**src/rtl/apb_rx_poller_if.sv**
```systemverilog
// APB bus between the receiver poller (initiator) and the receiver register block.
interface apb_rx_poller_if #(
  parameter int ADDRESSWIDTH = 4,
  parameter int DATAWIDTH    = 16
) ();
  logic [ADDRESSWIDTH-1:0] PADDR_o;
  logic                    PWRITE_o;
  logic                    PSEL_o;
  logic                    PENABLE_o;
  logic [DATAWIDTH-1:0]    PRDATA_i;
  logic                    PREADY_i;

  modport master (
    output PADDR_o, PWRITE_o, PSEL_o, PENABLE_o,
    input  PRDATA_i, PREADY_i
  );

  modport slave (
    input  PADDR_o, PWRITE_o, PSEL_o, PENABLE_o,
    output PRDATA_i, PREADY_i
  );
endinterface

```
**src/rtl/apb_rx_poller.sv**
```systemverilog
// APB initiator that polls the receiver status register and, when a frame is
// ready, reads id/data/command/receive registers and presents them downstream.
module apb_rx_poller #(
  parameter int ADDRESSWIDTH = 4,
  parameter int DATAWIDTH    = 16,
  parameter int POLL_GAP     = 8,
  parameter int TIMEOUT      = 64
) (
  input  logic                  PCLK_rx,
  input  logic                  PRESETn_rx,
  input  logic                  enable_i,
  apb_rx_poller_if.master       apb,
  output logic                  frame_valid_o,
  input  logic                  frame_ready_i,
  output logic [7:0]            frame_id_o,
  output logic [15:0]           frame_data_o,
  output logic [7:0]            frame_cmd_o,
  output logic [11:0]           frame_rx_o,
  output logic [7:0]            frame_status_o,
  output logic                  timeout_err_o,
  output logic                  busy_o
);

  localparam int WCW = $clog2(TIMEOUT + 1);
  localparam int GCW = $clog2(POLL_GAP + 1);

  typedef enum logic [2:0] {ST_IDLE, ST_SETUP, ST_ACCESS, ST_WAIT, ST_OUT} state_e;

  state_e          state_q, state_d;
  logic [2:0]      idx_q, idx_d;
  logic [WCW-1:0]  wait_cnt_q, wait_cnt_d;
  logic [GCW-1:0]  gap_cnt_q, gap_cnt_d;
  logic            err_q, err_d;
  logic [7:0]      status_q, status_d;
  logic [7:0]      id_q, id_d;
  logic [15:0]     data_q, data_d;
  logic [7:0]      cmd_q, cmd_d;
  logic [7:0]      fstatus_q, fstatus_d;
  logic [7:0]      fid_q, fid_d;
  logic [15:0]     fdata_q, fdata_d;
  logic [7:0]      fcmd_q, fcmd_d;
  logic [11:0]     frx_q, frx_d;

  // Register address for each step of the read sequence.
  function automatic logic [ADDRESSWIDTH-1:0] idx_addr(input logic [2:0] idx);
    case (idx)
      3'd0:    idx_addr = ADDRESSWIDTH'(8);
      3'd1:    idx_addr = ADDRESSWIDTH'(6);
      3'd2:    idx_addr = ADDRESSWIDTH'(7);
      3'd3:    idx_addr = ADDRESSWIDTH'(9);
      default: idx_addr = ADDRESSWIDTH'(5);
    endcase
  endfunction

  // State and datapath registers, asynchronous active-low reset.
  always_ff @(posedge PCLK_rx or negedge PRESETn_rx) begin
    if (!PRESETn_rx) begin
      state_q    <= ST_IDLE;
      idx_q      <= '0;
      wait_cnt_q <= '0;
      gap_cnt_q  <= '0;
      err_q      <= 1'b0;
      status_q   <= '0;
      id_q       <= '0;
      data_q     <= '0;
      cmd_q      <= '0;
      fstatus_q  <= '0;
      fid_q      <= '0;
      fdata_q    <= '0;
      fcmd_q     <= '0;
      frx_q      <= '0;
    end else begin
      state_q    <= state_d;
      idx_q      <= idx_d;
      wait_cnt_q <= wait_cnt_d;
      gap_cnt_q  <= gap_cnt_d;
      err_q      <= err_d;
      status_q   <= status_d;
      id_q       <= id_d;
      data_q     <= data_d;
      cmd_q      <= cmd_d;
      fstatus_q  <= fstatus_d;
      fid_q      <= fid_d;
      fdata_q    <= fdata_d;
      fcmd_q     <= fcmd_d;
      frx_q      <= frx_d;
    end
  end

  // Sequencing, field capture and wait/gap counting.
  always_comb begin
    state_d    = state_q;
    idx_d      = idx_q;
    wait_cnt_d = wait_cnt_q;
    gap_cnt_d  = gap_cnt_q;
    err_d      = err_q;
    status_d   = status_q;
    id_d       = id_q;
    data_d     = data_q;
    cmd_d      = cmd_q;
    fstatus_d  = fstatus_q;
    fid_d      = fid_q;
    fdata_d    = fdata_q;
    fcmd_d     = fcmd_q;
    frx_d      = frx_q;
    case (state_q)
      ST_IDLE: begin
        if (enable_i) begin
          state_d = ST_SETUP;
          idx_d   = '0;
        end else begin
          err_d = 1'b0;
        end
      end
      ST_SETUP: begin
        state_d    = ST_ACCESS;
        wait_cnt_d = '0;
      end
      ST_ACCESS: begin
        if (apb.PREADY_i) begin
          case (idx_q)
            3'd0: begin
              status_d = apb.PRDATA_i[7:0];
              if (apb.PRDATA_i[0] && !apb.PRDATA_i[7]) begin
                state_d = ST_SETUP;
                idx_d   = 3'd1;
              end else begin
                state_d   = ST_WAIT;
                gap_cnt_d = '0;
              end
            end
            3'd1: begin
              id_d    = apb.PRDATA_i[7:0];
              state_d = ST_SETUP;
              idx_d   = 3'd2;
            end
            3'd2: begin
              data_d  = apb.PRDATA_i[15:0];
              state_d = ST_SETUP;
              idx_d   = 3'd3;
            end
            3'd3: begin
              cmd_d   = apb.PRDATA_i[7:0];
              state_d = ST_SETUP;
              idx_d   = 3'd4;
            end
            default: begin
              // Receive value goes straight to the output register; the
              // other fields were staged during the burst.
              fstatus_d = status_q;
              fid_d     = id_q;
              fdata_d   = data_q;
              fcmd_d    = cmd_q;
              frx_d     = apb.PRDATA_i[11:0];
              state_d   = ST_OUT;
            end
          endcase
        end else if (wait_cnt_q == WCW'(TIMEOUT - 1)) begin
          err_d   = 1'b1;
          state_d = ST_IDLE;
        end else begin
          wait_cnt_d = wait_cnt_q + 1'b1;
        end
      end
      ST_WAIT: begin
        if (!enable_i) begin
          state_d = ST_IDLE;
        end else if (gap_cnt_q == GCW'(POLL_GAP - 1)) begin
          state_d = ST_SETUP;
          idx_d   = '0;
        end else begin
          gap_cnt_d = gap_cnt_q + 1'b1;
        end
      end
      ST_OUT: begin
        if (frame_ready_i) begin
          state_d   = ST_WAIT;
          gap_cnt_d = '0;
        end
      end
      default: state_d = ST_IDLE;
    endcase
  end

  // Bus and handshake outputs decoded from the registered state.
  always_comb begin
    apb.PSEL_o    = (state_q == ST_SETUP) || (state_q == ST_ACCESS);
    apb.PENABLE_o = (state_q == ST_ACCESS);
    apb.PWRITE_o  = 1'b0;
    apb.PADDR_o   = apb.PSEL_o ? idx_addr(idx_q) : '0;
    busy_o        = apb.PSEL_o;
    frame_valid_o = (state_q == ST_OUT);
  end

  assign frame_status_o = fstatus_q;
  assign frame_id_o     = fid_q;
  assign frame_data_o   = fdata_q;
  assign frame_cmd_o    = fcmd_q;
  assign frame_rx_o     = frx_q;
  assign timeout_err_o  = err_q;

endmodule

```
**src/flat_wrapper.sv**
```systemverilog
// flat-port wrapper written by rule: the top's interface ports become plain ports
module apb_rx_poller_flat 
#(
  parameter int ADDRESSWIDTH = 4,
  parameter int DATAWIDTH    = 16,
  parameter int POLL_GAP     = 8,
  parameter int TIMEOUT      = 64
)
  (PCLK_rx, PRESETn_rx, enable_i, frame_valid_o, frame_ready_i, frame_id_o, frame_data_o, frame_cmd_o, frame_rx_o, frame_status_o, timeout_err_o, busy_o, apb_PADDR_o, apb_PWRITE_o, apb_PSEL_o, apb_PENABLE_o, apb_PRDATA_i, apb_PREADY_i);
  apb_rx_poller_if #(.ADDRESSWIDTH(ADDRESSWIDTH), .DATAWIDTH(DATAWIDTH)) apb_i ();
  input  logic PCLK_rx;
  input  logic PRESETn_rx;
  input  logic enable_i;
  output logic frame_valid_o;
  input  logic frame_ready_i;
  output logic [7:0] frame_id_o;
  output logic [15:0] frame_data_o;
  output logic [7:0] frame_cmd_o;
  output logic [11:0] frame_rx_o;
  output logic [7:0] frame_status_o;
  output logic timeout_err_o;
  output logic busy_o;
  output wire logic [$bits(apb_i.PADDR_o)-1:0] apb_PADDR_o;
  output wire logic [$bits(apb_i.PWRITE_o)-1:0] apb_PWRITE_o;
  output wire logic [$bits(apb_i.PSEL_o)-1:0] apb_PSEL_o;
  output wire logic [$bits(apb_i.PENABLE_o)-1:0] apb_PENABLE_o;
  input wire logic [$bits(apb_i.PRDATA_i)-1:0] apb_PRDATA_i;
  input wire logic [$bits(apb_i.PREADY_i)-1:0] apb_PREADY_i;
  assign apb_PADDR_o = apb_i.PADDR_o;
  assign apb_PWRITE_o = apb_i.PWRITE_o;
  assign apb_PSEL_o = apb_i.PSEL_o;
  assign apb_PENABLE_o = apb_i.PENABLE_o;
  assign apb_i.PRDATA_i = apb_PRDATA_i;
  assign apb_i.PREADY_i = apb_PREADY_i;
  apb_rx_poller #(.ADDRESSWIDTH(ADDRESSWIDTH), .DATAWIDTH(DATAWIDTH), .POLL_GAP(POLL_GAP), .TIMEOUT(TIMEOUT)) u_core (.PCLK_rx(PCLK_rx), .PRESETn_rx(PRESETn_rx), .enable_i(enable_i), .apb(apb_i), .frame_valid_o(frame_valid_o), .frame_ready_i(frame_ready_i), .frame_id_o(frame_id_o), .frame_data_o(frame_data_o), .frame_cmd_o(frame_cmd_o), .frame_rx_o(frame_rx_o), .frame_status_o(frame_status_o), .timeout_err_o(timeout_err_o), .busy_o(busy_o));
endmodule
```
**config.mk**
```make
export PLATFORM = sky130hd
export DESIGN_NAME = apb_rx_poller_flat
export DESIGN_NICKNAME = d
export VERILOG_FILES = /design/src/rtl/apb_rx_poller_if.sv /design/src/rtl/apb_rx_poller.sv /design/src/flat_wrapper.sv
export SDC_FILE = /design/constraint.sdc
export NUM_CORES = 1
export LEC_CHECK = 0
export BUFFER_PORTS_ARGS = -buffer_cell sky130_fd_sc_hd__buf_2
export CAP_MARGIN = 0
export CORE_MARGIN = 4
export CORE_UTILIZATION = 55
export DETAILED_ROUTE_END_ITERATION = 6
export GPL_ROUTABILITY_DRIVEN = 0
export PLACE_DENSITY_LB_ADDON = 0.1
export SLEW_MARGIN = 20
export SYNTH_ARGS = -nofsm -noshare
export SYNTH_HDL_FRONTEND = slang
export SYNTH_SLANG_ARGS = --single-unit
```
**constraint.sdc**
```tcl
create_clock -name PCLK_rx -period 2 [get_ports PCLK_rx]
set_input_delay 0.1 -clock PCLK_rx [delete_from_list [all_inputs] [get_ports PCLK_rx]]
set_output_delay 0.1 -clock PCLK_rx [all_outputs]
set_load 0.02 [all_outputs]
```
==> impl_metrics.py <==
metrics = {
    "pwr": {
        "power_leakage_nw": 2.97,
        "power.density_nw_per_um2": 978,
        "ir_worst_vdd_mv": 0.540,
    },
    "clock_network": {
        "insertion_delay_ns": 0.36,
        "ctsRootBufferMaster": "clkbuf_8",
        "htreeDepth": 3,
        "cts_num_sinks": 110,
        "cts_buffer_depth": 2,
        "clk_pin_slew_ns": 0.11,
        "cts-buffers-inserted": 9,
        "cts_tree": "built",
    },
    "timing": {
        "period_needed_ns": 1.85,
        "finalSetupViolCount": 0,
        "relSlewSlack": 0.617,
        "maxSlewViolCount": 0,
        "finClkSkew_ns": 0.0114,
        "timing.fmax_mhz": 540,
        "finalSetupTns_ns": 0,
        "final.period_utilization": 0.925,
        "rsz0062_at_grt": "false",
        "worst_pin_slew_ns": 0.575,
        "hold_viol": 0,
    },
    "worst_setup_path": {
        "crit_path_cell_trace": "nor2_4 -> nand2_2 -> inv_2 -> nor2_1 -> nor3b_1 -> buf_2",
        "start_kind": "register",
        "required_ns": 1.90,
        "r2r_start": "u_core.state_q[0]",
        "path_max_fanout": 7,
        "critical_path.startpoint": "u_core.state_q[0]",
        "worstSetupPathType": "register to primary output",
        "worst_path_largest_cell_delay_ns": 0.48,
        "critPathCaptureType": "primary output",
        "cp_slowest_cell": "dfrtp_1",
        "cp.arrival_ns": 1.75,
    },
    "route": {
        "wl_mm": 8.89,
        "ant_nets": 0,
        "vias": 2950,
        "first_iter_violations": 78,
        "via_per_inst": 5.42,
        "drt_first_pass_iters": 4,
        "route.detailed.drc": 0,
        "routedWlPerCell_um": 16.3,
    },
    "layout": {
        "area_growth_pct": 19.2,
        "diodes": 0,
        "final_core_util": 0.677,
        "num-nets-final": 458,
        "mostFrequentLayoutCells": "dfrtp_1, mux2_2, buf_2",
        "drive_gt1_frac": 0.490,
        "final_common_cell": "dfrtp_1",
    },
    "yosys": {
        "yosysSeqAreaShare": 0.590,
        "synth_area_leaders": "dfrtp_1, mux2_2, nor2_1",
        "syn_area_per_cell_um2": 13.9,
        "synth_warnings": 0,
        "async_flop_share": 1.00,
        "synthFlopType": "dfrtp_1",
        "synth_fp_nets": 359,
        "synth_edf_count": 0,
        "syn_area_um2": 4670,
        "yosys.area.top_type_share": 0.590,
        "synth_seq_cells": 110,
        "ys_types": 52,
        "synth_top_area_cell": "dfrtp_1",
        "synthCells": 336,
    },
    "min_path": {
        "hp-class": "primary input to register",
        "hold_start": "apb_PRDATA_i[3]",
    },
    "global_route": {
        "grt_util_all_layers": 0.186,
        "antenna_found_initial": 0,
        "grt_max_degree": 111,
        "grt_pass1_vias": 3055,
        "grt_first_pass_wirelength_mm": 14.7,
        "grt.overflow.total": 0,
    },
    "floorplanning": {
        "die_h_um": 100,
        "rows": 33,
        "core-area_um2": 8220,
        "start_util": 0.568,
        "io_pins": 83,
        "die_width_um": 100,
        "dieArea_um2": 10000,
    },
    "outcome": {
        "outcome": "finished clean",
    },
    "placed_design": {
        "dp_hpwl_mm": 6.04,
        "port_buffers": 81,
    },
    "flow_run": {
        "cap_violations": 0,
    },
}
[cell type report]
cell class	count	area, um2
flip-flops and latches	110	2760
fillers	653	2650
multi-input cells	203	1800
repair buffers	105	656
well taps	105	131
clock buffers	9	124
clock inverters	6	80.1
inverters	6	22.5
[cell families (layout without fill, tap and decap cells)]
logic type / after synthesis / in the layout / synth area share
AOI/OAI and AO/OA: 38 / 38 / 0.0544
and+or+nand+nor: 65 / 65 / 0.0917
muxes: 96 / 96 / 0.231
adders and majority gates: 2 / 2 / 0.00536
DFF: 110 / 110 / 0.590
other: 1 / 1 / 0.000803
buffers and inverters: 23 / 126 / 0.0257
xor gates and xnor gates: 1 / 1 / 0.00188
[per-stage QoR]
stage | cell area, um2 | total power, mW | cells | worst slack [ns] | hold WS [ns]
2_1_floorplan | 4670 | 3.73 | 336 | 0.352 | -0.196
3_3_place_gp | 5240 | 4.06 | 517 | 0.225 | 0.220
3_5_place_dp | 5240 | 4.12 | 517 | 0.157 | 0.223
4_1_cts | 5540 | 5.50 | 542 | 0.0505 | 0.00371
5_1_grt | 5570 | 5.76 | 544 | 0.00833 | 0.0177
6_report | 5570 | 5.44 | 544 | 0.150 | 0.0272
[power breakdown]
part / leakage, nW / total, mW / internal (mW) / switching, mW
sequential: 1.50 / 2.82 / 2.57 / 0.246
clock: 0.105 / 1.36 / 0.599 / 0.760
combinational: 1.36 / 1.26 / 0.591 / 0.672
[path summary, 6_finish.rpt]
kind | endpoint | depth (start not counted) | slack (ns)
min in group asynchronous | u_core.frame_rx_o[10] | 3 | 0.33
max | apb_PADDR_o[1] | 6 | 0.15
max reg2reg | u_core.id_q[2] | 5 | 0.23
min reg2reg | u_core.frame_data_o[9] | 1 | 0.51
max in group asynchronous | u_core.idx_q[1] | 3 | 1.19
min | u_core.cmd_q[3] | 2 | 0.03
[synthesized netlist by cell type, types with 5 or more instances]
cell type	count
a21oi_1	6
buf_2	9
dfrtp_1	110
inv_1	5
mux2_2	92
nand2_1	12
nand3_1	7
nor2_1	13
o21ai_0	9
[routing by layer]
metal,GRT usage,vias up,wire length (um)
met2,0.303,60,4350
met1,0.245,1479,3970
met5,0,-,0
li1,-,1402,-
met4,0.0570,0,96
met3,0.0521,9,479
[sequential cells by signal, summed over array words and instances (netlist names)]
signal and cells:
u_core.frame_id_o 8, u_core.cmd_q 8, u_core.data_q 16, u_core.idx_q 3
u_core.timeout_err_o 1, u_core.status_q 8, u_core.frame_cmd_o 8, u_core.id_q 8
u_core.frame_status_o 8, u_core.state_q 3, u_core.wait_cnt_q 7, u_core.frame_data_o 16
u_core.gap_cnt_q 4, u_core.frame_rx_o 12
[critical path, delay by kind of cell (launching register included)]
| family | cells | cell delay [ns] |
|---|---|---|
| AND/OR/NAND/NOR | 4 | 0.56 |
| flip-flops | 1 | 0.48 |
| buffers and inverters | 2 | 0.35 |
[what timing repair did]
item / 4_1_cts / 5_1_grt
setup buffers: 0 / 2
resized for setup: 1 / 2
endpoints found under the hold margin: 123 / 0
endpoints found under the setup margin: 1 / 6
hold buffers: 10 / 0
Power figures use the tool's default switching activity.
